==> config.mk <==
export PLATFORM = sky130hd
export DESIGN_NAME = jtpopeye_dma
export DESIGN_NICKNAME = d
export VERILOG_FILES = /design/src/rtl/jtpopeye_dma.sv
export SDC_FILE = /design/constraint.sdc
export NUM_CORES = 1
export LEC_CHECK = 0
export ABC_AREA = 1
export BUFFER_PORTS_ARGS = -buffer_cell sky130_fd_sc_hd__buf_2
export CORE_MARGIN = 4
export CORE_UTILIZATION = 50
export DETAILED_ROUTE_END_ITERATION = 6
export PLACE_DENSITY = 0.8
export SYNTH_ARGS = -nofsm -noshare
export SYNTH_HDL_FRONTEND = slang
export SYNTH_SLANG_ARGS = --single-unit
==> constraint.sdc <==
create_clock -name clk -period 1.6 [get_ports clk]
set_input_delay 0.32 -clock clk [delete_from_list [all_inputs] [get_ports clk]]
set_output_delay 0.32 -clock clk [all_outputs]
set_load 0.02 [all_outputs]
==> src/rtl/jtpopeye_dma.sv <==
// Object DMA transmitter: takes the Z80 bus during vertical blanking and streams
// the object RAM to the video object buffer, one ROHVCK strobe per byte.
module jtpopeye_dma #(
  parameter int unsigned       AW     = 10,
  parameter logic [AW-1:0]     BASE   = '0,
  parameter int unsigned       NBYTES = 256
) (
  input  logic          clk,
  input  logic          rst_n,
  input  logic          cen,
  input  logic          dma_trig,
  input  logic          VB,
  input  logic          busak_n,
  output logic          busrq_n,
  output logic [AW-1:0] ram_addr,
  input  logic [7:0]    ram_dout,
  output logic          ROHVS,
  output logic          ROHVCK,
  output logic [7:0]    DMA_D,
  output logic          busy
);

  typedef enum logic [2:0] {
    IDLE = 3'd0,
    REQ  = 3'd1,
    READ = 3'd2,
    SEND = 3'd3,
    DONE = 3'd4
  } state_t;

  localparam logic [AW-1:0] LAST = BASE + AW'(NBYTES - 1);

  state_t state;
  logic   pending;
  logic   vb_last;
  logic   vb_rise;

  assign vb_rise = VB & ~vb_last;

  // Bus handshake: busrq_n falls and stays low until DONE; the first cen with
  // busak_n low grants the bus. Later busak_n changes are ignored.
  always_ff @(posedge clk or negedge rst_n) begin
    if (!rst_n) begin
      state    <= IDLE;
      pending  <= 1'b0;
      vb_last  <= 1'b0;
      busrq_n  <= 1'b1;
      busy     <= 1'b0;
      ram_addr <= BASE;
      ROHVS    <= 1'b0;
      ROHVCK   <= 1'b0;
      DMA_D    <= 8'd0;
    end else begin
      // Arming is cen-independent so a one-clk CPU strobe is never lost
      if (dma_trig) pending <= 1'b1;
      if (cen) begin
        vb_last <= VB;
        case (state)
          IDLE: begin
            if (pending && vb_rise) begin
              state   <= REQ;
              busrq_n <= 1'b0;
              busy    <= 1'b1;
              if (!dma_trig) pending <= 1'b0;
            end
          end
          REQ: begin
            if (!busak_n) begin
              ram_addr <= BASE;
              ROHVS    <= 1'b1;
              state    <= READ;
            end
          end
          READ: begin
            ROHVS  <= 1'b0;
            ROHVCK <= 1'b0;
            state  <= SEND;
          end
          SEND: begin
            DMA_D  <= ram_dout;
            ROHVCK <= 1'b1;
            if (ram_addr == LAST) begin
              state <= DONE;
            end else begin
              ram_addr <= ram_addr + AW'(1);
              state    <= READ;
            end
          end
          DONE: begin
            ROHVCK   <= 1'b0;
            busrq_n  <= 1'b1;
            busy     <= 1'b0;
            ram_addr <= BASE;
            state    <= IDLE;
          end
          default: state <= IDLE;
        endcase
      end
    end
  end

endmodule

Yosys cells after proc, flatten, opt, wreduce, memory -nomap -nowiden
Index checks and enable logic that the tools add are counted.
{"block": "op_classes", "n_addsub": 1, "eq_ne": 8, "n_mux": 19, "bitwise_logic": 2, "n_reduce_logical": 13}
{"op": "$pmux W10 S3", "count": 1}
{"op": "$mux W10", "count": 2}
{"op": "$pmux W3 S4", "count": 1}
{"op": "$add A10 B1 Y10 const B", "count": 1}
{"op": "$eq A10 B8 Y1 const B", "count": 1}
{"op": "$mux W3", "count": 3}
{"op": "$reduce_and A3 Y1", "count": 3}
{"op": "$mux W1", "count": 8}
{"op": "$pmux W1 S2", "count": 4}
{"op": "$eq A3 B2 Y1 const B", "count": 2}
{"op": "$ne A2 B2 Y1 const B", "count": 3}
{"op": "$reduce_bool A2 Y1", "count": 3}
{"op": "$reduce_and A2 Y1", "count": 2}
{"op": "$reduce_and A4 Y1", "count": 1}
{"op": "$eq A3 B1 Y1 const B", "count": 1}
{"op": "$eq A3 B3 Y1 const B", "count": 1}
{"op": "$logic_not A3 Y1", "count": 1}
{"op": "$reduce_bool A3 Y1", "count": 1}
{"op": "$reduce_or A2 Y1", "count": 1}
{"op": "$and A1 B1 Y1", "count": 1}
{"op": "$logic_and A1 B1 Y1", "count": 1}
{"op": "$not A1 Y1", "count": 1}
{"block": "totals", "reg_bits": 27, "in_bits": 14, "output_inout_bits": 22, "elab_cells": 52}

Logic depth before layout (Yosys ltp)
{"block": "depth", "ltp_word": 6, "mapped_depth": 9, "mapped_depth_nobuf": 8}

Worst setup path before layout
No wires, ideal clock.
{"block": "synth_path", "path_kind": "register to register", "from": "reg ram_addr[0]", "to": "reg ram_addr[5]", "setup_ps": 74, "arrival_ps": 1522, "required_time_ps": 1526, "slack_ps": 4, "stages_incl_launch_ff": 9, "path_buffers": 1, "period_less_slack_ps": 1596, "path_cell_list": "dfrtp_1 > ha_1 > nand2_1 > nor2_4 > nand4_4 > nand2_8 > buf_12 > nand2_2 > o21ai_2"}
{"block": "synth_between", "elab_chain_cells": 3, "word_cells_on_any_way": 6, "cone_classes": "add/sub: 1; eq/ne: 2; mux: 2; reduce/logical: 1"}
{"item": "start, declared", "line_no": "15", "source": "output logic [AW-1:0] ram_addr,"}
{"item": "start signal, assigned", "line_no": "85", "source": "ram_addr <= ram_addr + AW'(1);"}
{"item": "$add A10 B1 Y10 / $eq A10 B8 Y1 (equally long branches)", "line_no": "85, 82"}
{"item": "$mux W10 / $ne A2 B2 Y1 (equally long branches)"}
{"item": "$pmux W10 S3 / $reduce_and A4 Y1 (equally long branches)"}
Parallel ways exist; a longest one is shown, timed or not. The select of a mux whose other input is x is not followed.
A chain may end at the register's enable or synchronous reset.

Worst setup path in the final report
{"block": "layout_path", "from": "reg ram_addr[1]", "to": "reg ram_addr[7]"}
The elaborated chain is that of the path after synthesis.

==> results.yml <==
worst_setup_path:
  critPathArrivalTime_ns: 1.73
  cp.required_ns: 1.83
  critPathMaxStageDelay_ns: 0.44
  worstPathCellList: "ha_1 > nand2_1 > nor2_4 > nand4_4 > nand2_4 > o21ai_2"
  critPathMaxFanout: 9
  start_kind: "flip-flop"
  critical_path_class: "flip-flop to flip-flop"
  end_kind: "flip-flop"
  crit_family: "simple AND/OR/NAND/NOR gates"
  critical_path_buf_inv_count: 0
  cp_slowest_cell: "dfrtp_2"
sta:
  setup_ws_ns: 0.0984
  min_period_over_period_pct: 93.9
  max_freq_ghz: 0.666
  hold_viol_final: 0
  rsz0062_at_grt: "true"
  finalClockSkew_ns: 0.00680
  setup_tns_ns: 0
  worstMarginPinSlew_ns: 0.599
  maxSlewViolCount: 0
  setup_viol: 0
  period_needed_ns: 1.50
  slew_headroom_pct: 60.1
placement:
  placed_cells: 226
  placed_area_um2: 1690
  place_congestion: 0.851
  io_buffer_count: 35
  post-dp-hpwl_mm: 2.33
  preCtsSetupSlack_ns: 0.0687
clock_tree:
  cts_made_buffers: 3
  clk_latency_ns: 0.32
  htreeDepth: 1
  cts_buffer_depth: 2
  clkSlewWorstSetupHoldPaths_ns: 0.15
  clockRootBuffer: "clkbuf_4"
  cts_tree: "built"
  numClockSinks: 27
synth:
  netlist_instances: 161
  ys_ff_latch: 27
  yosysTopAreaCell: "dfrtp_1"
  synth.yosys.seq_area_share_pct: 45.3
  synth_nets: 176
  synth_top_area_share_pct: 43.6
  syn_area_per_cell_um2: 9.28
  synth_area_um2: 1490
  synth_cell_types: 30
  yosys_warnings: 0
  synth_area_leaders: "dfrtp_1 44%, nand2_1 9.0%, mux2_1 6.0%"
final_layout:
  fill_cells: 235
  fin_nets: 217
  syn_to_final_growth_pct: 16.4
  layout_commonest_cell: "nand2_1"
  drive_above_1_share_pct: 37.3
  final_cell_area_um2: 1740
  instances_no_fill: 232
  antennaDiodeCount: 0
  final_cell_mix: "36 x nand2_1, 35 x buf_2, 25 x dfrtp_1, 15 x inv_1, 15 x nand3_1"
floorplan:
  io-pin-count: 36
  die_x_um: 62.7
  core_area_um2: 2810
  die_height_um: 62.7
  initial_utilization_pct: 53.3
  die_area_um2: 3930
  num_rows: 19
global_routing:
  antenna_found_initial: 0
  overflow: 0
  grt_pass1_vias: 1305
  grt_start_max_net_pins: 28
  grt_pass1_wl_mm: 5.42
  grtUsageTotal_pct: 17.0
pwr:
  power_density_nw_per_um2: 1360
  pwr-share-seq_pct: 41.5
  p_sw_share_pct: 43.5
  netSwitchingPower_mw: 1.03
  p_int_mw: 1.34
  clkPwrFrac_pct: 12.5
  leakagePower_nw: 0.879
  combPwrFrac_pct: 46.0
  ir_drop_mv: 0.837
route:
  vias_per_cell: 5.45
  drtAntennaViolNets: 0
  vias: 1264
  drc: 0
  drtIter0Drc: 69
  drt-total-wl_mm: 3.09
  dr.pass1.iters: 4
  routedWlPerCell_um: 13.3
hold_path:
  hp-class: "input pin to flip-flop"
run_status:
  status: "finished, final reports clean"
flow_run:
  cap_violations: 0
-- sequential cells by signal, indices dropped and copies added (netlist names) --
signal    cells
busrq_n       1
busy          1
vb_last       1
ram_addr     10
ROHVCK        1
DMA_D         8
ROHVS         1
pending       1
state         3
-- power groups by stage --
stage	clock (mW)	sequential [mW]	combinational (mW)
final	0.295	0.981	1.09
after global routing	0.331	1.01	1.20
after CTS	0.303	0.983	1.07
after detailed placement	0	0.998	1.07
after global placement	0	0.986	1.04
after floorplan	0	1.18	0.608
-- cells in the mapped netlist --
| master | n |
|---|---|
| dfrtp_1 | 26 |
| nor2_8 | 1 |
| inv_2 | 1 |
| buf_12 | 1 |
| nand4_1 | 1 |
| nand4_4 | 1 |
| o211ai_1 | 1 |
| dfstp_2 | 1 |
| o21bai_1 | 3 |
| nand2_1 | 36 |
| or2_2 | 2 |
| o21ai_0 | 7 |
| buf_4 | 1 |
| nand2_4 | 3 |
| nor3_1 | 1 |
| nor2_1 | 8 |
| a21oi_1 | 1 |
| nand2_8 | 1 |
| nand2_2 | 8 |
| o21a_1 | 1 |
| o21ai_2 | 7 |
| nor2_4 | 3 |
| buf_2 | 1 |
| o21ai_1 | 1 |
| nor2_2 | 4 |
| inv_1 | 15 |
| ha_1 | 1 |
| mux2_1 | 8 |
| nand3_2 | 1 |
| nand3_1 | 15 |
-- kinds of logic (layout without fill, tap and decap cells) --
kind of cell / Yosys count / in the layout / share of synthesized area (%)
flip-flops: 27 / 27 / 45.3
AND/OR/NAND/NOR: 85 / 86 / 32.0
buffers and inverters: 19 / 58 / 6.20
AO/OA/AOI/OAI: 21 / 21 / 9.63
adder cells (fa/ha/maj): 1 / 1 / 0.837
multiplexers: 8 / 8 / 6.03
-- worst paths after layout --
| kind | from | end | slack [ns] | cells past startpoint |
|---|---|---|---|---|
| worst max-delay path | ram_addr[1] | ram_addr[7] | 0.1 | 6 |
| worst min-delay path | dma_trig | pending | 0.19 | 2 |
| worst max register to register | ram_addr[1] | ram_addr[7] | 0.1 | 6 |
| worst min register to register | busrq_n | busrq_n | 0.49 | 2 |
| max in group asynchronous | rst_n | ram_addr[1] | 0.66 | 2 |
| min in group asynchronous | rst_n | ram_addr[2] | 0.51 | 2 |
-- through the flow --
step | power, mW | utilization (%) | hold slack (ns)
after floorplan | 1.79 | - | 0.0244
after detailed placement | 2.06 | 60.3 | 0.362
after global placement | 2.02 | 60.3 | 0.345
after global routing | 2.54 | 62.0 | 0.188
after CTS | 2.36 | 61.6 | 0.191
final | 2.37 | 62.0 | 0.194
-- worst register-to-register path: cells and delay by family (launching register included) --
kind            cells  cell delay (ns)
fa+ha+maj           1             0.18
simple gates        4             0.71
compound gates      1             0.08
flops               1             0.44
-- per-layer routing --
layer	share of wire (%)	global-route usage [%]
met5	0	0
met1	39	17.9
met3	4.8	2.52
met4	2.1	8.54
met2	54	32.4
-- final cells by class --
type,instances,area [um2],area share (%)
Timing Repair Buffer,38,200,11.5
Tap cell,31,38.8,2.23
Multi-Input combinational cell,116,736,42.3
Sequential cell,27,678,39.0
Inverter,16,60.1,3.45
Clock buffer,4,26.3,1.51
-- what timing repair did --
item                                    CTS  global route
hold endpoints to repair                  6             0
gates resized for setup                   0             1
hold buffers                              1             0
buffers inserted                          0             0
endpoints found under the setup margin    0            11
Note: power is estimated with default switching activity, not from simulation.
